[config.mk]
export PLATFORM = sky130hd
export DESIGN_NAME = mem_dp_arb
export DESIGN_NICKNAME = d
export VERILOG_FILES = /design/src/rtl/mem_dp_arb.sv
export SDC_FILE = /design/constraint.sdc
export NUM_CORES = 1
export LEC_CHECK = 0
export ABC_AREA = 1
export CORE_MARGIN = 4
export CORE_UTILIZATION = 30
export DETAILED_ROUTE_END_ITERATION = 16
export GPL_ROUTABILITY_DRIVEN = 0
export PLACE_DENSITY = 0.74
export SLEW_MARGIN = 20
export SYNTH_ARGS = -nofsm -noshare
export SYNTH_HDL_FRONTEND = slang
export SYNTH_SLANG_ARGS = --single-unit
export TNS_END_PERCENT = 30
[constraint.sdc]
create_clock -name clk -period 1.7 [get_ports clk]
set_input_delay 0.255 -clock clk [delete_from_list [all_inputs] [get_ports clk]]
set_output_delay 0.255 -clock clk [all_outputs]
set_load 0.01 [all_outputs]
[src/rtl/mem_dp_arb.sv]
// mem_dp_arb: round-robin arbiter that gives NREQ requesters burst access to one memory port.
module mem_dp_arb #(
    parameter int NREQ   = 4,
    parameter int DWIDTH = 16,
    parameter int AWIDTH = 10,
    parameter int LWIDTH = 8
) (
    input  logic                     clk,
    input  logic                     rst,
    input  logic [NREQ-1:0]          req,
    input  logic [NREQ-1:0]          we,
    input  logic [NREQ*AWIDTH-1:0]   base,
    input  logic [NREQ*LWIDTH-1:0]   len,
    input  logic [NREQ*DWIDTH-1:0]   wdata,
    input  logic [DWIDTH-1:0]        mem_rdata,
    output logic [NREQ-1:0]          gnt,
    output logic                     mem_en,
    output logic                     mem_we,
    output logic [AWIDTH-1:0]        mem_addr,
    output logic [DWIDTH-1:0]        mem_wdata,
    output logic                     rvalid,
    output logic [DWIDTH-1:0]        rdata,
    output logic [NREQ-1:0]          done,
    output logic                     busy
);
    localparam int IW = NREQ > 1 ? $clog2(NREQ) : 1;
    typedef enum logic [1:0] {IDLE, BURST, DRAIN} state_t;
    state_t            state;
    logic [IW-1:0]     win, last, pick, idx;
    logic              any, we_l;
    logic [AWIDTH-1:0] addr;
    logic [LWIDTH-1:0] cnt;
    // Scan from farthest to nearest after last so the nearest requester is assigned last and wins.
    always_comb begin
        pick = '0;
        idx  = '0;
        any  = 1'b0;
        for (int k = NREQ; k >= 1; k--) begin
            idx = IW'((int'(last) + k) % NREQ);
            if (req[idx]) begin
                pick = idx;
                any  = 1'b1;
            end
        end
    end
    always_ff @(posedge clk or posedge rst) begin
        if (rst) begin
            state  <= IDLE;
            win    <= '0;
            last   <= IW'(NREQ - 1);
            we_l   <= 1'b0;
            addr   <= '0;
            cnt    <= '0;
            rvalid <= 1'b0;
        end else begin
            rvalid <= state == BURST && !we_l;
            case (state)
                IDLE: if (any) begin
                    win   <= pick;
                    we_l  <= we[pick];
                    addr  <= base[pick*AWIDTH +: AWIDTH];
                    cnt   <= len[pick*LWIDTH +: LWIDTH];
                    state <= BURST;
                end
                BURST: begin
                    addr  <= addr + 1'b1;
                    cnt   <= cnt - 1'b1;
                    state <= cnt == '0 ? DRAIN : BURST;
                end
                DRAIN: begin
                    last  <= win;
                    state <= IDLE;
                end
                default: state <= IDLE;
            endcase
        end
    end
    assign busy      = state != IDLE;
    assign mem_en    = state == BURST;
    assign mem_we    = mem_en & we_l;
    assign mem_addr  = mem_en ? addr : '0;
    assign mem_wdata = mem_en ? wdata[win*DWIDTH +: DWIDTH] : '0;
    assign gnt       = busy ? NREQ'(1) << win : '0;
    assign done      = state == DRAIN ? NREQ'(1) << win : '0;
    assign rdata     = rvalid ? mem_rdata : '0;
endmodule

==> results of run 1 <==
cells in the mapped netlist (all sizes together):
library cell  instances
ha                    3
nor4                  1
xor2                  2
o22ai                 1
o21a                  1
nand2               131
o21ai                14
a22oi                16
dfrtp                24
a21oi                23
a31oi                17
xnor2                 1
inv                  58
nor2                 61
nand3b                2
dfstp                 2
clkbuf               14
buf                  20
nand3               121
nand4                 2
nor3                  4
clkinv                1
state kept, by name, summed over array words and instances (netlist names):
register,cells
addr,10
cnt,8
last,2
we_l,1
win,2
rvalid,1
state,2
how the worst max path moves through the flow:
stage / startpoint / end / slack (ns) / depth (start not counted)
after floorplan: last[0]$_DFFE_PP1P_ / cnt[2]$_DFFE_PP0P_ / -0.08 / 16
after global routing: last[0]$_DFFE_PP1P_ / cnt[3]$_DFFE_PP0P_ / -0.49 / 16
after global placement: req[1] / addr[1]$_DFFE_PP0P_ / -0.37 / 17
after CTS: last[0]$_DFFE_PP1P_ / addr[6]$_DFFE_PP0P_ / -0.31 / 14
final: last[0]$_DFFE_PP1P_ / cnt[0]$_DFFE_PP0P_ / -0.37 / 14
after detailed placement: req[1] / addr[1]$_DFFE_PP0P_ / -0.42 / 17
worst max-delay path: stages (launching register included):
cell and delay (ns):
dfstp_2 0.57, buf_12 0.13, inv_6 0.05, nand2_1 0.07
nand2_2 0.08, nand2_2 0.08, nand2_2 0.08, nand2_4 0.08
nand3_4 0.12, nand2_8 0.14, clkinvlp_2 0.22, nand2_1 0.11
nand3_1 0.10, nand3_1 0.08, nand2_1 0.06
per-stage QoR:
stage / util / std cells / hold WS [ns]
2_1_floorplan: - / 519 / 0.294
3_3_place_gp: 0.565 / 875 / 0.448
3_5_place_dp: 0.565 / 875 / 0.447
4_1_cts: 0.577 / 884 / 0.348
5_1_grt: 0.596 / 888 / 0.389
6_report: 0.596 / 888 / 0.330
metal layers:
metal,up-vias,track usage
li1,2189,-
met2,202,0.369
met4,0,0.0676
met1,2017,0.264
met5,-,0
met3,30,0.0287
report_power, final:
| group | switching, mW | internal (mW) |
|---|---|---|
| clock network | 0.209 | 0.315 |
| registers | 0.300 | 0.926 |
| logic | 3.32 | 2.91 |
| total | 3.83 | 4.15 |
area by class of cell:
class | instances | area (um^2) | area share
clock buffers | 3 | 41.3 | 0.00709
clock inverters | 1 | 30.0 | 0.00515
inverters | 59 | 236 | 0.0406
multi-input cells | 400 | 2070 | 0.355
flip-flops and latches | 26 | 654 | 0.112
well taps | 133 | 166 | 0.0286
repair buffers | 265 | 2630 | 0.451
repair inverters | 1 | 5.00 | 0.000859
cells in the final DEF (no fill, tap or decap), types with 3 or more instances in the layout:
cell type	netlist	layout
dfrtp_1	24	23
nand2_4	2	6
dlymetal6s2s_1	0	13
o21ai_0	12	12
nand2_2	9	20
ha_1	3	3
clkdlybuf4s50_1	0	166
nand2_1	120	104
dlygate4sd2_1	0	16
a31oi_1	17	17
a21oi_1	23	21
nand3_1	118	114
inv_1	54	51
clkdlybuf4s15_2	0	5
buf_4	4	36
nand3_2	3	5
buf_12	0	7
clkbuf_8	0	3
buf_2	6	5
buf_6	8	4
nor2_1	60	55
nor2_2	1	4
a22oi_1	16	16
clkbuf_2	0	8
inv_2	3	3
nor3_1	4	4
cells by family after synthesis:
logic type,share of synthesized area
AOI/OAI and AO/OA,0.141
xor gates and xnor gates,0.00872
adders and majority gates,0.0124
buffers and inverters,0.145
DFF,0.217
and+or+nand+nor,0.476
timing repair:
item / CTS / global route
buffers inserted: 4 / 1
endpoints found under the setup margin: 75 / 69
gates cloned: 1 / 3
resized for setup: 70 / 76
pin swaps: 0 / 15
==> out/qor_table.md, run 1 <==
| Quantity | Reported | Unit |
|:---|:---|:---|
| Outcome | finished, violations left | - |
| Failing checks | setup timing | - |
| Width of the die | 108 | um |
| Clock root cell | clkbuf_8 | - |
| Share of synthesized area occupied by flip-flops and latches | 0.217 | - |
| Number of global-route vias before repair | 4265 | - |
| Worst slack at placement | -0.422 | ns |
| Crit. End Element | flip-flop | - |
| Setup CP Type | reg2reg | - |
| Final-layout setup total negative slack | -9.81 | ns |
| Cell types occupying the most area after synthesis | dfrtp_1 (20%), nand3_1 (20%), nand2_1 (15%) | - |
| Post-Syn Instances | 519 | - |
| Routed wire length | 13100 | um |
| Power density normalized to cell area | 1370 | mW/mm^2 |
| Net count after synthesis | 684 | - |
| Setup repair after global routing missed its margin | yes | - |
| Routed via count divided by cell count | 5.00 | - |
| Leakage dissipation | 2.85 | nW |
| Post-route clock period utilization | 1.22 | - |
| Cell count of the worst reg-to-reg path | 14 | - |
| Maximum clock path buffer count | 2 | - |
| Met2 Routed Length | 6360 | um |
| Yosys warns | 0 | - |
| Ant. Diodes | 0 | - |
| Boundary Pins | 216 | - |
| Clock-pin slew reported for the worst setup and hold paths after clock tree synthesis | 0.10 | ns |
| Pin count of the biggest net entering global routing | 29 | - |
| Syn Area/Cell | 5.81 | um^2 |
| Data required time at the worst endpoint | 1.86 | ns |
| Number of H-tree levels | 1 | - |
| Reg-to-reg critical path endpoint | cnt[0]$_DFFE_PP0P_ | - |
| Hold Buf Count CTS | 0 | - |
| Synth Register Bits | 26 | - |
| Yosys cell types | 32 | - |
| Actual transition at the worst max-transition pin | 0.359 | ns |
| Count of endpoints failing setup in the final report | 42 | - |
| Worst R2R Setup Slack | -0.37 | ns |
| Worst EP arrival | 2.23 | ns |
| Wire length of the first global-routing pass | 20100 | um |
| Average wire per cell in the routed design | 14.8 | um |
| HPWL after detailed placement | 10300 | um |
| Number of search-and-repair iterations in the first detailed-routing pass | 4 | - |
| Routed met1 length | 5450 | um |
| DRC violations left | 0 | - |
| Detailed router's first-iteration violation count | 346 | - |
| Final hold violations | 0 | - |
| Achievable clock frequency | 0.483 | GHz |
| IR drop worst, VDD | 0.568 | mV |
| Top cell type by total area after synthesis | dfrtp_1 | - |
| Final non-filler cell area | 0.00583 | mm^2 |
| Total overflow reported by the global router | 0 | - |
| Reg2Reg Launch Point | last[0]$_DFFE_PP1P_ | - |
| Max Cap Violations | 0 | - |
| Clock sink count | 26 | - |
| Type of the most critical hold path | in2async | - |
| Fill cell instance count of the final layout | 915 | - |
| Slew headroom | 0.758 | - |
| Worst-path fanout max | 7 | - |
| Detailed-routed wire length on met3 | 922 | um |
| Initial antenna violation count | 0 | - |
| Inserted Clock Buffers | 3 | - |
| Die ar. | 0.0117 | mm^2 |
| Insertion delay to the later sink of the worst-skew pair | 0.28 | ns |
| Effective utilization at floorplan | 0.308 | - |
| Type of origin of the critical path | flip-flop | - |
| Share of cells above drive strength 1 | 0.168 | - |
| Area growth syn-to-layout | 93.2 | % |
| Final net count | 921 | - |
| Core ar. | 0.00977 | mm^2 |
| Port-buffer cells | 215 | - |
| Synth top area share | 0.199 | - |
| Die span in y | 108 | um |
| Cell row count | 36 | - |
| Topmost layer with routed signal wires | met4 | - |
| Final slew viol count | 0 | - |
| Cell area after technology mapping | 0.00302 | mm^2 |
| Shortest clock period the worst path allows after layout | 2.07 | ns |
| Worst clock skew on the final layout | 0.00585 | ns |
| Min setup slack post-route | -0.369 | ns |
| DR vias | 4438 | - |
| Antenna-violating nets left | 0 | - |
| Power consumption | 7.99 | mW |
| GR Util All Layers | 0.209 | - |
| Clock tree from TritonCTS | done | - |
| Standard cell area after detailed placement | 0.00552 | mm^2 |
Note: power is estimated with default switching activity, not from simulation.
==> run 2: changes to the inputs <==
--- a/config.mk
+++ b/config.mk
@@ -7,10 +7,10 @@
 export LEC_CHECK = 0
 export ABC_AREA = 1
 export CORE_MARGIN = 4
-export CORE_UTILIZATION = 30
+export CORE_UTILIZATION = 32
 export DETAILED_ROUTE_END_ITERATION = 16
 export GPL_ROUTABILITY_DRIVEN = 0
-export PLACE_DENSITY = 0.74
+export PLACE_DENSITY = 0.78
 export SLEW_MARGIN = 20
 export SYNTH_ARGS = -nofsm -noshare
 export SYNTH_HDL_FRONTEND = slang
==> out/qor_table.md, run 2 (same netlist as run 1, synthesis figures left out) <==
| Quantity | Reported | Unit | Delta |
|:---|:---|:---|:---|
| Highest-delay cell along the critical path | dfstp_2 | - | unchanged |
| Detailed router's first-iteration violation count | 311 | - | was 346 |
| Cell row count | 35 | - | was 36 |
| Slew headroom | 0.734 | - | was 0.758 |
| Cell count of the worst reg-to-reg path | 17 | - | was 14 |
| Ant. Diodes | 0 | - | unchanged |
| Final slew viol count | 0 | - | unchanged |
| Setup CP Type | reg2reg | - | unchanged |
| Category of cells accounting for the largest share of critical-path delay | simple AND/OR/NAND/NOR gates | - | unchanged |
| Type of the most critical hold path | in2async | - | unchanged |
| Clock root cell | clkbuf_8 | - | unchanged |
| Shortest clock period the worst path allows after layout | 2.05 | ns | was 2.07 ns |
| Outcome | finished, violations left | - | unchanged |
| Initial antenna violation count | 0 | - | unchanged |
| Clock sink count | 26 | - | unchanged |
| Register name with the most flops | addr | - | unchanged |
| Routed via count divided by cell count | 5.25 | - | was 5.00 |
| Most common cell after layout, fill and taps aside | clkdlybuf4s50_1 | - | unchanged |
| IR drop worst, VDD | 0.589 | mV | was 0.568 mV |
| Antenna-violating nets left | 0 | - | unchanged |
| Worst-path fanout max | 16 | - | was 7 |
| Number of global-route vias before repair | 4472 | - | was 4265 |
| Die ar. | 0.0110 | mm^2 | was 0.0117 mm^2 |
| Inserted Clock Buffers | 3 | - | unchanged |
| Insertion delay to the later sink of the worst-skew pair | 0.28 | ns | about the same |
| Maximum clock path buffer count | 2 | - | unchanged |
| Wire length of the first global-routing pass | 21000 | um | was 20100 um |
| Most frequent cells in the layout | clkdlybuf4s50_1 (162), nand2_1 (100), nand3_1 (99) | - | was clkdlybuf4s50_1 (166), nand3_1 (114), nand2_1 (104) |
| Die span in y | 105 | um | was 108 um |
| Reg2Reg Launch Point | last[0]$_DFFE_PP1P_ | - | unchanged |
| Total overflow reported by the global router | 0 | - | unchanged |
| Max Cap Violations | 0 | - | unchanged |
| Buffer and inverter count on the worst path | 3 | - | unchanged |
| DR vias | 4591 | - | was 4438 |
| Effective utilization at floorplan | 0.328 | - | was 0.308 |
| Number of search-and-repair iterations in the first detailed-routing pass | 5 | - | was 4 |
| Width of the die | 105 | um | was 108 um |
| Clock-pin slew reported for the worst setup and hold paths after clock tree synthesis | 0.10 | ns | about the same |
| Cell-by-cell trace of the critical path | buf_12, inv_8, nand2_2, nand2_2, nand2_4, nand2_4, nand2_4, nand2_2, nand2_4, nand2_8, buf_16, nand2_2, nand3_1, nand2_1, nand2_1, nand2_1, nand2_1 | - | was buf_12, inv_6, nand2_1, nand2_2, nand2_2, nand2_2, nand2_4, nand3_4, nand2_8, clkinvlp_2, nand2_1, nand3_1, nand3_1, nand2_1 |
| Core ar. | 0.00920 | mm^2 | was 0.00977 mm^2 |
| Final net count | 930 | - | was 921 |
| Average wire per cell in the routed design | 15.6 | um | was 14.8 um |
| Min setup slack post-route | -0.348 | ns | was -0.369 ns |
| Worst clock skew on the final layout | 0.0128 | ns | was 0.00585 ns |
| Data required time at the worst endpoint | 1.87 | ns | was 1.86 ns |
| Port-buffer cells | 215 | - | unchanged |
| Pin count of the biggest net entering global routing | 29 | - | unchanged |
| HPWL after detailed placement | 10200 | um | was 10300 um |
| Fill cell instance count of the final layout | 790 | - | was 915 |
| Clock tree from TritonCTS | done | - | unchanged |
| Type of origin of the critical path | flip-flop | - | unchanged |
| Post-route clock period utilization | 1.20 | - | was 1.22 |
| Share of cells above drive strength 1 | 0.240 | - | was 0.168 |
| GR Util All Layers | 0.224 | - | was 0.209 |
| Hold Buf Count CTS | 0 | - | unchanged |
| Actual transition at the worst max-transition pin | 0.395 | ns | was 0.359 ns |
| Leakage dissipation | 2.94 | nW | was 2.85 nW |
| Crit. End Element | flip-flop | - | unchanged |
| Tightest hold margin | 0.327 | ns | was 0.330 ns |
| Setup repair after global routing missed its margin | yes | - | unchanged |
| Final-layout setup total negative slack | -7.68 | ns | was -9.81 ns |
| Number of H-tree levels | 1 | - | unchanged |
| Final hold violations | 0 | - | unchanged |
| Worst R2R Setup Slack | -0.35 | ns | was -0.37 ns |
| Area growth syn-to-layout | 99.5 | % | was 93.2% |
| Power density normalized to cell area | 1410 | mW/mm^2 | was 1370 mW/mm^2 |
| Routed wire length | 13600 | um | was 13100 um |
| DRC violations left | 0 | - | unchanged |
| DP Cell Count | 851 | - | was 875 |
| Reg-to-reg critical path endpoint | cnt[1]$_DFFE_PP0P_ | - | was cnt[0]$_DFFE_PP0P_ |
| Boundary Pins | 216 | - | unchanged |
| Flip-flop count of the largest register after layout | 10 | - | unchanged |
| Registers with the most flip-flops | addr x10, cnt x8 | - | unchanged |
| Worst EP arrival | 2.22 | ns | was 2.23 ns |
| Failing checks | setup timing | - | unchanged |
| Achievable clock frequency | 0.488 | GHz | was 0.483 GHz |
| Critical path's largest stage delay | 0.57 | ns | about the same |
| Final cell count without fillers | 875 | - | was 888 |
| Count of endpoints failing setup in the final report | 34 | - | was 42 |
[run 2: what timing repair did]
item / in CTS / in global routing
pin swaps: 6 / 26
resized for setup: 126 / 117
buffers inserted: 12 / 4
cloned: 1 / 3
setup endpoints to repair: 73 / 71
[run 2: worst max-delay path by stage]
stage                             start                   to  cells past startpoint
floorplan           last[0]$_DFFE_PP1P_   cnt[2]$_DFFE_PP0P_                     16
global placement                 req[1]  addr[1]$_DFFE_PP0P_                     17
detailed placement               req[3]  addr[9]$_DFFE_PP0P_                     14
CTS                 last[0]$_DFFE_PP1P_  addr[9]$_DFFE_PP0P_                     14
global route        last[0]$_DFFE_PP1P_  addr[9]$_DFFE_PP0P_                     14
finish              last[0]$_DFFE_PP1P_   cnt[1]$_DFFE_PP0P_                     17
[run 2: tightest hold or removal path, cell delays in order]
cell,delay (ns)
clkdlybuf4s50_1,0.40
inv_1,0.05
buf_4,0.32
[run 2: per-layer routing]
| layer | routed length, um | track usage | share of wire | vias to the layer above |
|---|---|---|---|---|
| met4 | 423 | 0.0590 | 0.031 | 0 |
| met1 | 5340 | 0.278 | 0.39 | 2120 |
| li1 | - | - | - | 2215 |
| met5 | 0 | 0 | 0 | - |
| met3 | 1010 | 0.0272 | 0.074 | 35 |
| met2 | 6860 | 0.408 | 0.50 | 221 |
[run 2: area by class of cell]
cell class | count | area [um^2] | share of cell area
inverter | 59 | 241 | 0.0401
clock buffer | 3 | 41.3 | 0.00686
sequential | 26 | 656 | 0.109
tap | 111 | 139 | 0.0231
multi-input combinational | 400 | 2220 | 0.370
clock inverter | 1 | 30.0 | 0.00499
timing repair inverter | 1 | 7.51 | 0.00125
timing repair buffer | 274 | 2680 | 0.445
[run 2: stage by stage]
| step | setup slack, ns | power [mW] | cell area, um^2 | utilization |
|---|---|---|---|---|
| 2_1_floorplan | -0.0809 | 4.55 | 3020 | - |
| 3_3_place_gp | -0.361 | 7.14 | 5480 | 0.596 |
| 3_5_place_dp | -0.403 | 7.29 | 5480 | 0.596 |
| 4_1_cts | -0.294 | 7.85 | 5660 | 0.615 |
| 5_1_grt | -0.478 | 9.22 | 6010 | 0.654 |
| 6_report | -0.348 | 8.47 | 6010 | 0.654 |
[run 2: report_power, final]
group	switching [mW]	internal, mW	leakage [nW]
clock network	0.202	0.315	0.0357
registers	0.326	0.928	0.299
logic	3.57	3.13	2.61
total	4.10	4.37	2.94
==> run 3: changes to the inputs <==
--- a/config.mk
+++ b/config.mk
@@ -11,7 +11,6 @@
 export DETAILED_ROUTE_END_ITERATION = 16
 export GPL_ROUTABILITY_DRIVEN = 0
 export PLACE_DENSITY = 0.78
-export SLEW_MARGIN = 20
 export SYNTH_ARGS = -nofsm -noshare
 export SYNTH_HDL_FRONTEND = slang
 export SYNTH_SLANG_ARGS = --single-unit
==> results of run 3 <==
The final DEF is identical to that of run 2; final timing and power are the same.
